==> src/rtl/pss_sync_ctrl_if.sv <==
// Correlator magnitude stream feeding pss_sync_ctrl.
// The stream has no backpressure: tvalid alone qualifies each sample.
interface pss_sync_ctrl_if #(
    parameter int IN_DW = 32
);
    logic [IN_DW-1:0] s_axis_in_tdata;
    logic             s_axis_in_tvalid;

    // Producer side (correlator or testbench driver)
    modport master (
        output s_axis_in_tdata,
        output s_axis_in_tvalid
    );

    // Consumer side (sync controller)
    modport slave (
        input  s_axis_in_tdata,
        input  s_axis_in_tvalid
    );
endinterface

==> src/rtl/pss_sync_ctrl.sv <==
// PSS synchronisation controller.
//
// SEARCH: scans windows of WINDOW_LEN valid samples per N_ID_2 hypothesis and
// keeps the strongest sample above threshold (earliest one wins a tie). A window
// with a candidate locks onto that N_ID_2 and enters TRACK. A window without one
// moves to the next hypothesis and flushes the correlator delay line.
// TRACK: looks for the next peak only within +/-TOL samples of PERIOD after the
// last (real or virtual) peak. MISS_MAX consecutive empty windows drop back to
// SEARCH at the same hypothesis.
//
// Optional feature: define PSS_SYNC_STATS_EN to add saturating detection and
// miss counters (stat_detect_o, stat_miss_o).
module pss_sync_ctrl #(
    parameter  int IN_DW      = 32,
    parameter  int WINDOW_LEN = 9600,
    parameter  int PERIOD     = 19200,
    parameter  int TOL        = 4,
    parameter  int MISS_MAX   = 3,
    localparam int POS_DW     = $clog2((WINDOW_LEN > PERIOD + TOL + 1) ?
                                       WINDOW_LEN : PERIOD + TOL + 1)
) (
    input  logic              clk_i,
    input  logic              reset_ni,
    pss_sync_ctrl_if.slave    s_axis,
    input  logic [IN_DW-1:0]  threshold_i,
    input  logic              start_i,
    input  logic              stop_i,
    output logic [1:0]        nid2_o,
    output logic              corr_flush_no,
    output logic              detect_o,
    output logic [POS_DW-1:0] peak_pos_o,
    output logic [IN_DW-1:0]  peak_val_o,
    output logic              locked_o
`ifdef PSS_SYNC_STATS_EN
    ,
    output logic [15:0]       stat_detect_o,
    output logic [15:0]       stat_miss_o
`endif
);

    localparam int MISS_DW = (MISS_MAX < 2) ? 1 : $clog2(MISS_MAX + 1);

    // Counter landmarks, pre-sized to the position counter width.
    localparam logic [POS_DW-1:0]  WIN_LAST   = POS_DW'(WINDOW_LEN - 1);
    localparam logic [POS_DW-1:0]  WIN_LEN    = POS_DW'(WINDOW_LEN);
    localparam logic [POS_DW-1:0]  TRK_OPEN   = POS_DW'(PERIOD - TOL);
    localparam logic [POS_DW-1:0]  TRK_LAST   = POS_DW'(PERIOD + TOL);
    localparam logic [POS_DW-1:0]  TRK_REBASE = POS_DW'(PERIOD + TOL + 1);
    localparam logic [POS_DW-1:0]  TRK_MISS_D = POS_DW'(TOL + 1);
    localparam logic [POS_DW-1:0]  POS_ONE    = POS_DW'(1);
    localparam logic [MISS_DW-1:0] MISS_LIMIT = MISS_DW'(MISS_MAX);
    localparam logic [MISS_DW-1:0] MISS_ONE   = MISS_DW'(1);

    typedef enum logic [1:0] {
        ST_IDLE   = 2'd0,
        ST_SEARCH = 2'd1,
        ST_TRACK  = 2'd2
    } state_e;

    state_e             state_q,    state_d;
    logic [POS_DW-1:0]  cnt_q,      cnt_d;       // window index (SEARCH) or d (TRACK)
    logic [IN_DW-1:0]   max_q,      max_d;       // best candidate magnitude so far
    logic [POS_DW-1:0]  cand_pos_q, cand_pos_d;  // best candidate position so far
    logic               cand_vld_q, cand_vld_d;
    logic [MISS_DW-1:0] miss_q,     miss_d;
    logic [1:0]         nid2_q,     nid2_d;
    logic               flush_n_q,  flush_n_d;
    logic               detect_q,   detect_d;
    logic [POS_DW-1:0]  peak_pos_q, peak_pos_d;
    logic [IN_DW-1:0]   peak_val_q, peak_val_d;
    logic               miss_evt;                // TRACK window closed empty

    logic              in_vld;
    logic [IN_DW-1:0]  in_data;
    logic              in_window;
    logic              hit;
    logic              any_cand;
    logic [POS_DW-1:0] sel_pos;
    logic [IN_DW-1:0]  sel_val;
    logic [MISS_DW-1:0] miss_inc;

    assign in_vld  = s_axis.s_axis_in_tvalid;
    assign in_data = s_axis.s_axis_in_tdata;

    // In TRACK only samples at or after the window opening may become candidates.
    assign in_window = (state_q != ST_TRACK) || (cnt_q >= TRK_OPEN);

    // Strictly greater than both threshold and running max: ties keep the earliest.
    assign hit = in_vld && in_window && (in_data > threshold_i) && (in_data > max_q);

    // Candidate as it stands after including the current sample.
    assign any_cand = hit || cand_vld_q;
    assign sel_pos  = hit ? cnt_q   : cand_pos_q;
    assign sel_val  = hit ? in_data : max_q;
    assign miss_inc = miss_q + MISS_ONE;

    // Next-state and output decode for the IDLE / SEARCH / TRACK controller.
    always_comb begin
        // NOTE: every variable gets a default before any branch so no path
        // leaves one unassigned, which would otherwise infer a latch.
        state_d    = state_q;
        cnt_d      = cnt_q;
        max_d      = max_q;
        cand_pos_d = cand_pos_q;
        cand_vld_d = cand_vld_q;
        miss_d     = miss_q;
        nid2_d     = nid2_q;
        flush_n_d  = 1'b1;
        detect_d   = 1'b0;
        peak_pos_d = peak_pos_q;
        peak_val_d = peak_val_q;
        miss_evt   = 1'b0;

        unique case (state_q)
            ST_IDLE: begin
                if (start_i) begin
                    state_d    = ST_SEARCH;
                    nid2_d     = 2'd0;
                    cnt_d      = '0;
                    max_d      = '0;
                    cand_vld_d = 1'b0;
                    miss_d     = '0;
                    flush_n_d  = 1'b0;
                end
            end

            ST_SEARCH: begin
                if (in_vld) begin
                    if (hit) begin
                        max_d      = in_data;
                        cand_pos_d = cnt_q;
                        cand_vld_d = 1'b1;
                    end
                    if (cnt_q == WIN_LAST) begin
                        max_d      = '0;
                        cand_vld_d = 1'b0;
                        if (any_cand) begin
                            // Lock: the next sample is WINDOW_LEN - pos after the peak.
                            state_d    = ST_TRACK;
                            detect_d   = 1'b1;
                            peak_pos_d = sel_pos;
                            peak_val_d = sel_val;
                            miss_d     = '0;
                            cnt_d      = WIN_LEN - sel_pos;
                        end else begin
                            // Try the next N_ID_2 hypothesis with a clean delay line.
                            nid2_d    = (nid2_q == 2'd2) ? 2'd0 : nid2_q + 2'd1;
                            cnt_d     = '0;
                            flush_n_d = 1'b0;
                        end
                    end else begin
                        cnt_d = cnt_q + POS_ONE;
                    end
                end
            end

            ST_TRACK: begin
                if (in_vld) begin
                    if (hit) begin
                        max_d      = in_data;
                        cand_pos_d = cnt_q;
                        cand_vld_d = 1'b1;
                    end
                    if (cnt_q == TRK_LAST) begin
                        max_d      = '0;
                        cand_vld_d = 1'b0;
                        if (any_cand) begin
                            // Re-anchor d on the detected peak.
                            detect_d   = 1'b1;
                            peak_pos_d = sel_pos;
                            peak_val_d = sel_val;
                            miss_d     = '0;
                            cnt_d      = TRK_REBASE - sel_pos;
                        end else begin
                            miss_evt = 1'b1;
                            if (miss_inc == MISS_LIMIT) begin
                                // Lost lock: rescan the same hypothesis from scratch.
                                state_d   = ST_SEARCH;
                                cnt_d     = '0;
                                miss_d    = '0;
                                flush_n_d = 1'b0;
                            end else begin
                                // Virtual peak at d = PERIOD.
                                miss_d = miss_inc;
                                cnt_d  = TRK_MISS_D;
                            end
                        end
                    end else begin
                        cnt_d = cnt_q + POS_ONE;
                    end
                end
            end

            default: begin
                state_d = ST_IDLE;
            end
        endcase

        // stop_i wins over everything, including a window close in the same cycle.
        if (stop_i) begin
            state_d    = ST_IDLE;
            cnt_d      = '0;
            max_d      = '0;
            cand_vld_d = 1'b0;
            miss_d     = '0;
            nid2_d     = nid2_q;
            flush_n_d  = 1'b1;
            detect_d   = 1'b0;
            peak_pos_d = peak_pos_q;
            peak_val_d = peak_val_q;
            miss_evt   = 1'b0;
        end
    end

    // State, counters, candidate and registered outputs.
    always_ff @(posedge clk_i or negedge reset_ni) begin
        if (!reset_ni) begin
            state_q    <= ST_IDLE;
            cnt_q      <= '0;
            max_q      <= '0;
            cand_pos_q <= '0;
            cand_vld_q <= 1'b0;
            miss_q     <= '0;
            nid2_q     <= 2'd0;
            flush_n_q  <= 1'b1;
            detect_q   <= 1'b0;
            peak_pos_q <= '0;
            peak_val_q <= '0;
        end else begin
            // NOTE: non-blocking assignments so every register samples the
            // pre-edge values regardless of statement order.
            state_q    <= state_d;
            cnt_q      <= cnt_d;
            max_q      <= max_d;
            cand_pos_q <= cand_pos_d;
            cand_vld_q <= cand_vld_d;
            miss_q     <= miss_d;
            nid2_q     <= nid2_d;
            flush_n_q  <= flush_n_d;
            detect_q   <= detect_d;
            peak_pos_q <= peak_pos_d;
            peak_val_q <= peak_val_d;
        end
    end

    assign nid2_o        = nid2_q;
    assign corr_flush_no = flush_n_q;
    assign detect_o      = detect_q;
    assign peak_pos_o    = peak_pos_q;
    assign peak_val_o    = peak_val_q;
    assign locked_o      = (state_q == ST_TRACK);

`ifdef PSS_SYNC_STATS_EN
    logic        start_accept;
    logic [15:0] stat_detect_q;
    logic [15:0] stat_miss_q;

    assign start_accept = (state_q == ST_IDLE) && start_i && !stop_i;

    // Saturating event counters, restarted with every accepted start.
    always_ff @(posedge clk_i or negedge reset_ni) begin
        if (!reset_ni) begin
            stat_detect_q <= '0;
            stat_miss_q   <= '0;
        end else if (start_accept) begin
            stat_detect_q <= '0;
            stat_miss_q   <= '0;
        end else begin
            if (detect_d && (stat_detect_q != 16'hFFFF)) begin
                stat_detect_q <= stat_detect_q + 16'd1;
            end
            if (miss_evt && (stat_miss_q != 16'hFFFF)) begin
                stat_miss_q <= stat_miss_q + 16'd1;
            end
        end
    end

    assign stat_detect_o = stat_detect_q;
    assign stat_miss_o   = stat_miss_q;
`endif

endmodule

==> src/flat_wrapper.sv <==
// flat-port wrapper written by rule: the top's interface ports become plain ports
module pss_sync_ctrl_flat 
#(
    parameter  int IN_DW      = 32,
    parameter  int WINDOW_LEN = 9600,
    parameter  int PERIOD     = 19200,
    parameter  int TOL        = 4,
    parameter  int MISS_MAX   = 3,
    localparam int POS_DW     = $clog2((WINDOW_LEN > PERIOD + TOL + 1) ?
                                       WINDOW_LEN : PERIOD + TOL + 1)
)
  (clk_i, reset_ni, threshold_i, start_i, stop_i, nid2_o, corr_flush_no, detect_o, peak_pos_o, peak_val_o, locked_o, s_axis_s_axis_in_tdata, s_axis_s_axis_in_tvalid);
  pss_sync_ctrl_if #(.IN_DW(IN_DW)) s_axis_i ();
  input  logic clk_i;
  input  logic reset_ni;
  input  logic [IN_DW-1:0] threshold_i;
  input  logic start_i;
  input  logic stop_i;
  output logic [1:0] nid2_o;
  output logic corr_flush_no;
  output logic detect_o;
  output logic [POS_DW-1:0] peak_pos_o;
  output logic [IN_DW-1:0] peak_val_o;
  output logic locked_o;
  input wire logic [$bits(s_axis_i.s_axis_in_tdata)-1:0] s_axis_s_axis_in_tdata;
  input wire logic [$bits(s_axis_i.s_axis_in_tvalid)-1:0] s_axis_s_axis_in_tvalid;
  assign s_axis_i.s_axis_in_tdata = s_axis_s_axis_in_tdata;
  assign s_axis_i.s_axis_in_tvalid = s_axis_s_axis_in_tvalid;
  pss_sync_ctrl #(.IN_DW(IN_DW), .WINDOW_LEN(WINDOW_LEN), .PERIOD(PERIOD), .TOL(TOL), .MISS_MAX(MISS_MAX)) u_core (.clk_i(clk_i), .reset_ni(reset_ni), .s_axis(s_axis_i), .threshold_i(threshold_i), .start_i(start_i), .stop_i(stop_i), .nid2_o(nid2_o), .corr_flush_no(corr_flush_no), .detect_o(detect_o), .peak_pos_o(peak_pos_o), .peak_val_o(peak_val_o), .locked_o(locked_o));
endmodule
==> config.mk <==
export PLATFORM = sky130hd
export DESIGN_NAME = pss_sync_ctrl_flat
export DESIGN_NICKNAME = d
export VERILOG_FILES = /design/src/rtl/pss_sync_ctrl_if.sv /design/src/rtl/pss_sync_ctrl.sv /design/src/flat_wrapper.sv
export SDC_FILE = /design/constraint.sdc
export NUM_CORES = 1
export LEC_CHECK = 0
export ABC_AREA = 1
export CAP_MARGIN = 25
export CORE_ASPECT_RATIO = 1.1
export CORE_MARGIN = 1.5
export CORE_UTILIZATION = 56
export DETAILED_ROUTE_END_ITERATION = 10
export PLACE_DENSITY = 0.82
export SETUP_SLACK_MARGIN = 0.2
export SYNTH_ARGS = -nofsm -noshare
export SYNTH_HDL_FRONTEND = slang
export SYNTH_SLANG_ARGS = --single-unit
==> constraint.sdc <==
create_clock -name clk_i -period 3.9 [get_ports clk_i]
set_clock_uncertainty 0.05 [all_clocks]
set_input_delay 0.78 -clock clk_i [delete_from_list [all_inputs] [get_ports clk_i]]
set_output_delay 0.78 -clock clk_i [all_outputs]
set_load 0.03 [all_outputs]
==> results <==
- After layout, the minimum clock period comes to 3.60 ns.
- The number of CTS-inserted buffers is 17.
- The cell sitting at the root of the clock tree is a sky130_fd_sc_hd__clkbuf_16.
- The number of cells produced by synthesis is 1,116.
- Of the total synthesized cell area, the portion taken by XOR and XNOR cells is 0.00970.
- Dividing the synthesized area by the synthesized cell count gives 7.28 um2.
- The die covers 15,200 um2.
- In this run the core area contains 46 standard-cell rows.
- The power share of the sequential group is 0.265.
- The adder-cell share of the synthesized area is 0.112.
- The area overhead of the layout relative to synthesis is 32.3%.
- The region available for standard cell placement spans 14,300 um2.
- By area, the combinational part of the netlist is dominated by simple AND/OR/NAND/NOR gates.
- The synthesized netlist occupies a cell area of 8130 um2.
- The largest driver fanout on the critical path is 7.
- The flow ran to the end, and the final reports show no timing, DRC or antenna violations.
- The reported max-cap violation count is 0.
- The routability congestion estimate is 0.988.
- By startpoint and endpoint, the worst setup path is classified as input pin to flop.
- In the final layout, the share of cells above drive strength 1 is 0.139.
- The TritonCTS clock tree is yes.
- In this run, post-CTS hold repair placed 0 buffers.
- Cell internal power was estimated by the tool at 3.57 mW.
- The switching power of the nets is 2.55 mW.
- The startpoint type of the worst setup path is an input pin.
- The combinational fraction of design power is 0.496.
- At the end of the flow the core is filled with cells to 0.754.
- The via count of the first global-routing pass is 7,857.
- The total negative slack for setup checks is 0 ns.
- The die width is 118 um.
- The required time at the worst-slack endpoint is 4.13 ns.
- The total length of routed wires is 24.2 mm.
- The pin count of the biggest net entering global routing is 62.
- In the synthesized netlist the dominant register cell turns out to be sky130_fd_sc_hd__dfrtp_1.
- By area the synthesized netlist is led by sky130_fd_sc_hd__dfrtp_1, sky130_fd_sc_hd__nand2_1, sky130_fd_sc_hd__ha_1.
- Counting cells, the worst reg-to-reg path comes to 21.
- Of all cell types, the one taking the most synthesized area is sky130_fd_sc_hd__dfrtp_1.
- The fmax is 278 MHz.
- No sink is reached through more buffers than the 2 on the longest clock path.
- Leaving out fill and tap cells, the most frequent cells in the layout are sky130_fd_sc_hd__nand2_1, sky130_fd_sc_hd__inv_1, sky130_fd_sc_hd__o21ai_0, sky130_fd_sc_hd__dfrtp_1, sky130_fd_sc_hd__clkdlybuf4s50_1.
- At the worst endpoint, the arrival time is 3.83 ns.
- The first TritonRoute pass finished after 5 iterations.
- Dividing the final minimum period by the clock period gives 0.922.
- Of the synthesized area, sequential elements account for 0.364.
- The worst path meets setup with 0.302 ns of slack.
- For this run the aggregate overflow at the end of global routing stands at 0.
- The most common library cell in the layout ignoring fill and taps is sky130_fd_sc_hd__nand2_1.
- The DRC violation total after the first TritonRoute iteration is 738.
- The clock network fraction of total power is 0.239.
- The element type at the critical path end is a flop.
- The total nets after synthesis is 1,258.
- At the pin with the least slew margin, the transition time is 0.783 ns.
- CTS saw 118 sinks.
- The final setup violation count is 0.
- The worst slew slack as a fraction of its limit is 0.476.
- The basic-gate share of the synthesized area counting and, or, nand and nor cells is 0.259.
- The via total after detailed routing is 8,463.
- The first-pass GRT wire length is 38.5 mm.
- The count of flip-flops with a built-in enable after synthesis is 0.
- The kind of path behind the tightest hold check is input pin to asynchronous set/reset pin.
- The register bit count reported by yosys is 118.
- The count of pins over their slew limit is 0.
- After clock tree synthesis, the clock-pin slew on the worst setup and hold paths is 0.05 ns.
- The H-tree generated during clock tree synthesis spans 4 levels.
- The post-synthesis compound-gate area fraction was 0.161.
- The worst setup slack after placement is -0.324 ns.
- The count of unresolved DRC violations after routing is 0.
- The leakage component of the power is 5.28 nW.
- The layout has 1,087 filler cells.
- In this run the count of I/O pins placed on the die edge is 121.
- The Yosys warning count is 0.
- The detailed-route vias per instance is 5.62.
- The number of hold violations in the final report is 0.
- The total number of nets in the final design is 1,445.
- For this run, the total global-route usage over all layers was measured as 0.316.
- Dividing the detail-routed wire length by the instance count gives 16.1 um.
- The detail route stage leaves a number of antenna-violating nets equal to 0.
- The worst-case IR drop observed on VDD is 0.389 mV.
- The total of buffers placed on input and output ports is 120.
- The initial utilization of the core area, before any placement, comes to 0.569.
- The number of different library cells used by synthesis comes to 45.
- Summing all non-filler instances in the final layout gives an area of 10,800 um2.
- The clock reaches the later pin of the worst-skew pair after 0.42 ns.
- Hold is met by 0.381 ns.
- Detailed placement ended at an HPWL of 18.1 mm.
- The height of the chip is 129 um.
- After detailed placement, the total cell area comes to 10,000 um2.
- Of the total power, the share spent switching nets is 0.417.
- Setup repair after global routing could not meet its margin everywhere.
- The initial antenna violation count came to 0.
- After synthesis, the share of cell area in mux cells is 0.
- For this run, asynchronously set or reset flops after synthesis account for 1.00.
- The power per cell area is 568 nW/um2.
- Of the post-synthesis cell area, the dominant cell type holds 0.360.
- The internal reg-to-reg setup slack is 0.76 ns.
==> registers in the layout, summed over array words and instances, names as in the netlist <==
register,cells
u_core.cand_pos_q,15
u_core.cand_vld_q,1
u_core.cnt_q,15
u_core.corr_flush_no,1
u_core.detect_o,1
u_core.max_q,32
u_core.miss_q,2
u_core.nid2_o,2
u_core.peak_pos_o,15
u_core.peak_val_o,32
u_core.state_q,2
==> cells in the mapped netlist, drive strengths merged (3+ instances only) <==
cell,n
inv,153
nor4,4
o22ai,43
nand2,313
xor2,8
nand4,30
ha,73
a31oi,3
a21oi,48
o21ai,125
clkbuf,20
nor3,10
nand3,58
buf,17
nor2,72
o21a,3
dfrtp,117
==> cell families after synthesis <==
logic type | count (synthesis)
xor+xnor | 9
fa+ha+maj | 73
flops | 118
simple gates | 489
compound gates | 235
buf+inv | 192
==> worst max-delay path: stages <==
cell and delay [ns]:
sky130_fd_sc_hd__clkdlybuf4s50_1 0.45, sky130_fd_sc_hd__inv_1 0.05, sky130_fd_sc_hd__ha_1 0.31, sky130_fd_sc_hd__nand2_2 0.07, sky130_fd_sc_hd__nor2_2 0.13, sky130_fd_sc_hd__nand4_1 0.19
sky130_fd_sc_hd__nor2_2 0.19, sky130_fd_sc_hd__nand2_1 0.09, sky130_fd_sc_hd__nand2_2 0.10, sky130_fd_sc_hd__nor2_4 0.05, sky130_fd_sc_hd__nand3_4 0.13, sky130_fd_sc_hd__nand2_1 0.08
sky130_fd_sc_hd__o21ai_2 0.10, sky130_fd_sc_hd__inv_2 0.06, sky130_fd_sc_hd__buf_4 0.15, sky130_fd_sc_hd__ha_2 0.17, sky130_fd_sc_hd__nand3_2 0.10, sky130_fd_sc_hd__inv_2 0.07
sky130_fd_sc_hd__buf_4 0.13, sky130_fd_sc_hd__buf_4 0.12, sky130_fd_sc_hd__nor2_1 0.08, sky130_fd_sc_hd__o22ai_1 0.07, sky130_fd_sc_hd__nand2_1 0.07, sky130_fd_sc_hd__o221ai_1 0.09
==> path summary, 6_finish.rpt <==
kind | from | endpoint
max | threshold_i[23] | u_core.cnt_q[4]$_DFFE_PN0P_
min reg2reg | u_core.peak_val_o[7]$_DFFE_PN0P_ | u_core.peak_val_o[7]$_DFFE_PN0P_
max in group asynchronous | reset_ni | u_core.corr_flush_no$_DFF_PN1_
min | reset_ni | u_core.peak_val_o[19]$_DFFE_PN0P_
min in group clk_i | u_core.peak_val_o[7]$_DFFE_PN0P_ | u_core.peak_val_o[7]$_DFFE_PN0P_
max reg2reg | u_core.max_q[31]$_DFFE_PN0P_ | u_core.cnt_q[4]$_DFFE_PN0P_
==> area by class of cell <==
cell class	instances	area [um2]	area share
multi-input combinational	806	4540	0.422
sequential	118	2950	0.275
timing repair buffer	205	1890	0.176
inverter	155	582	0.0541
clock buffer	17	425	0.0396
tap	192	240	0.0223
clock inverter	12	115	0.0107
antenna	1	2.50	0.000233
==> metal layers <==
layer / global-route usage / wire length [um] / vias to the layer above
met5: 0 / 0 / -
met4: 0.122 / 585 / 0
met3: 0.0519 / 1600 / 56
met2: 0.558 / 12100 / 377
met1: 0.392 / 9950 / 3944
li1: - / - / 4086
==> power by group through the flow <==
stage          sequential, mW  combinational, mW  clock [mW]
2_1_floorplan            1.91               1.38           0
3_3_place_gp             1.63               2.86           0
3_5_place_dp             1.64               2.90           0
4_1_cts                  1.62               2.93        1.46
5_1_grt                  1.65               3.30        1.52
6_report                 1.62               3.03        1.46
==> repair_timing <==
item | 4_1_cts | 5_1_grt
pin swaps | 2 | 16
setup buffers | 0 | 2
resized for setup | 4 | 39
endpoints found under the setup margin | 8 | 46
==> through the flow <==
stage	power [mW]	cells
detailed placement	4.54	1474
floorplan	3.29	1116
CTS	6.02	1503
global placement	4.49	1474
global route	6.47	1505
finish	6.11	1506
Power figures use the tool's default switching activity.
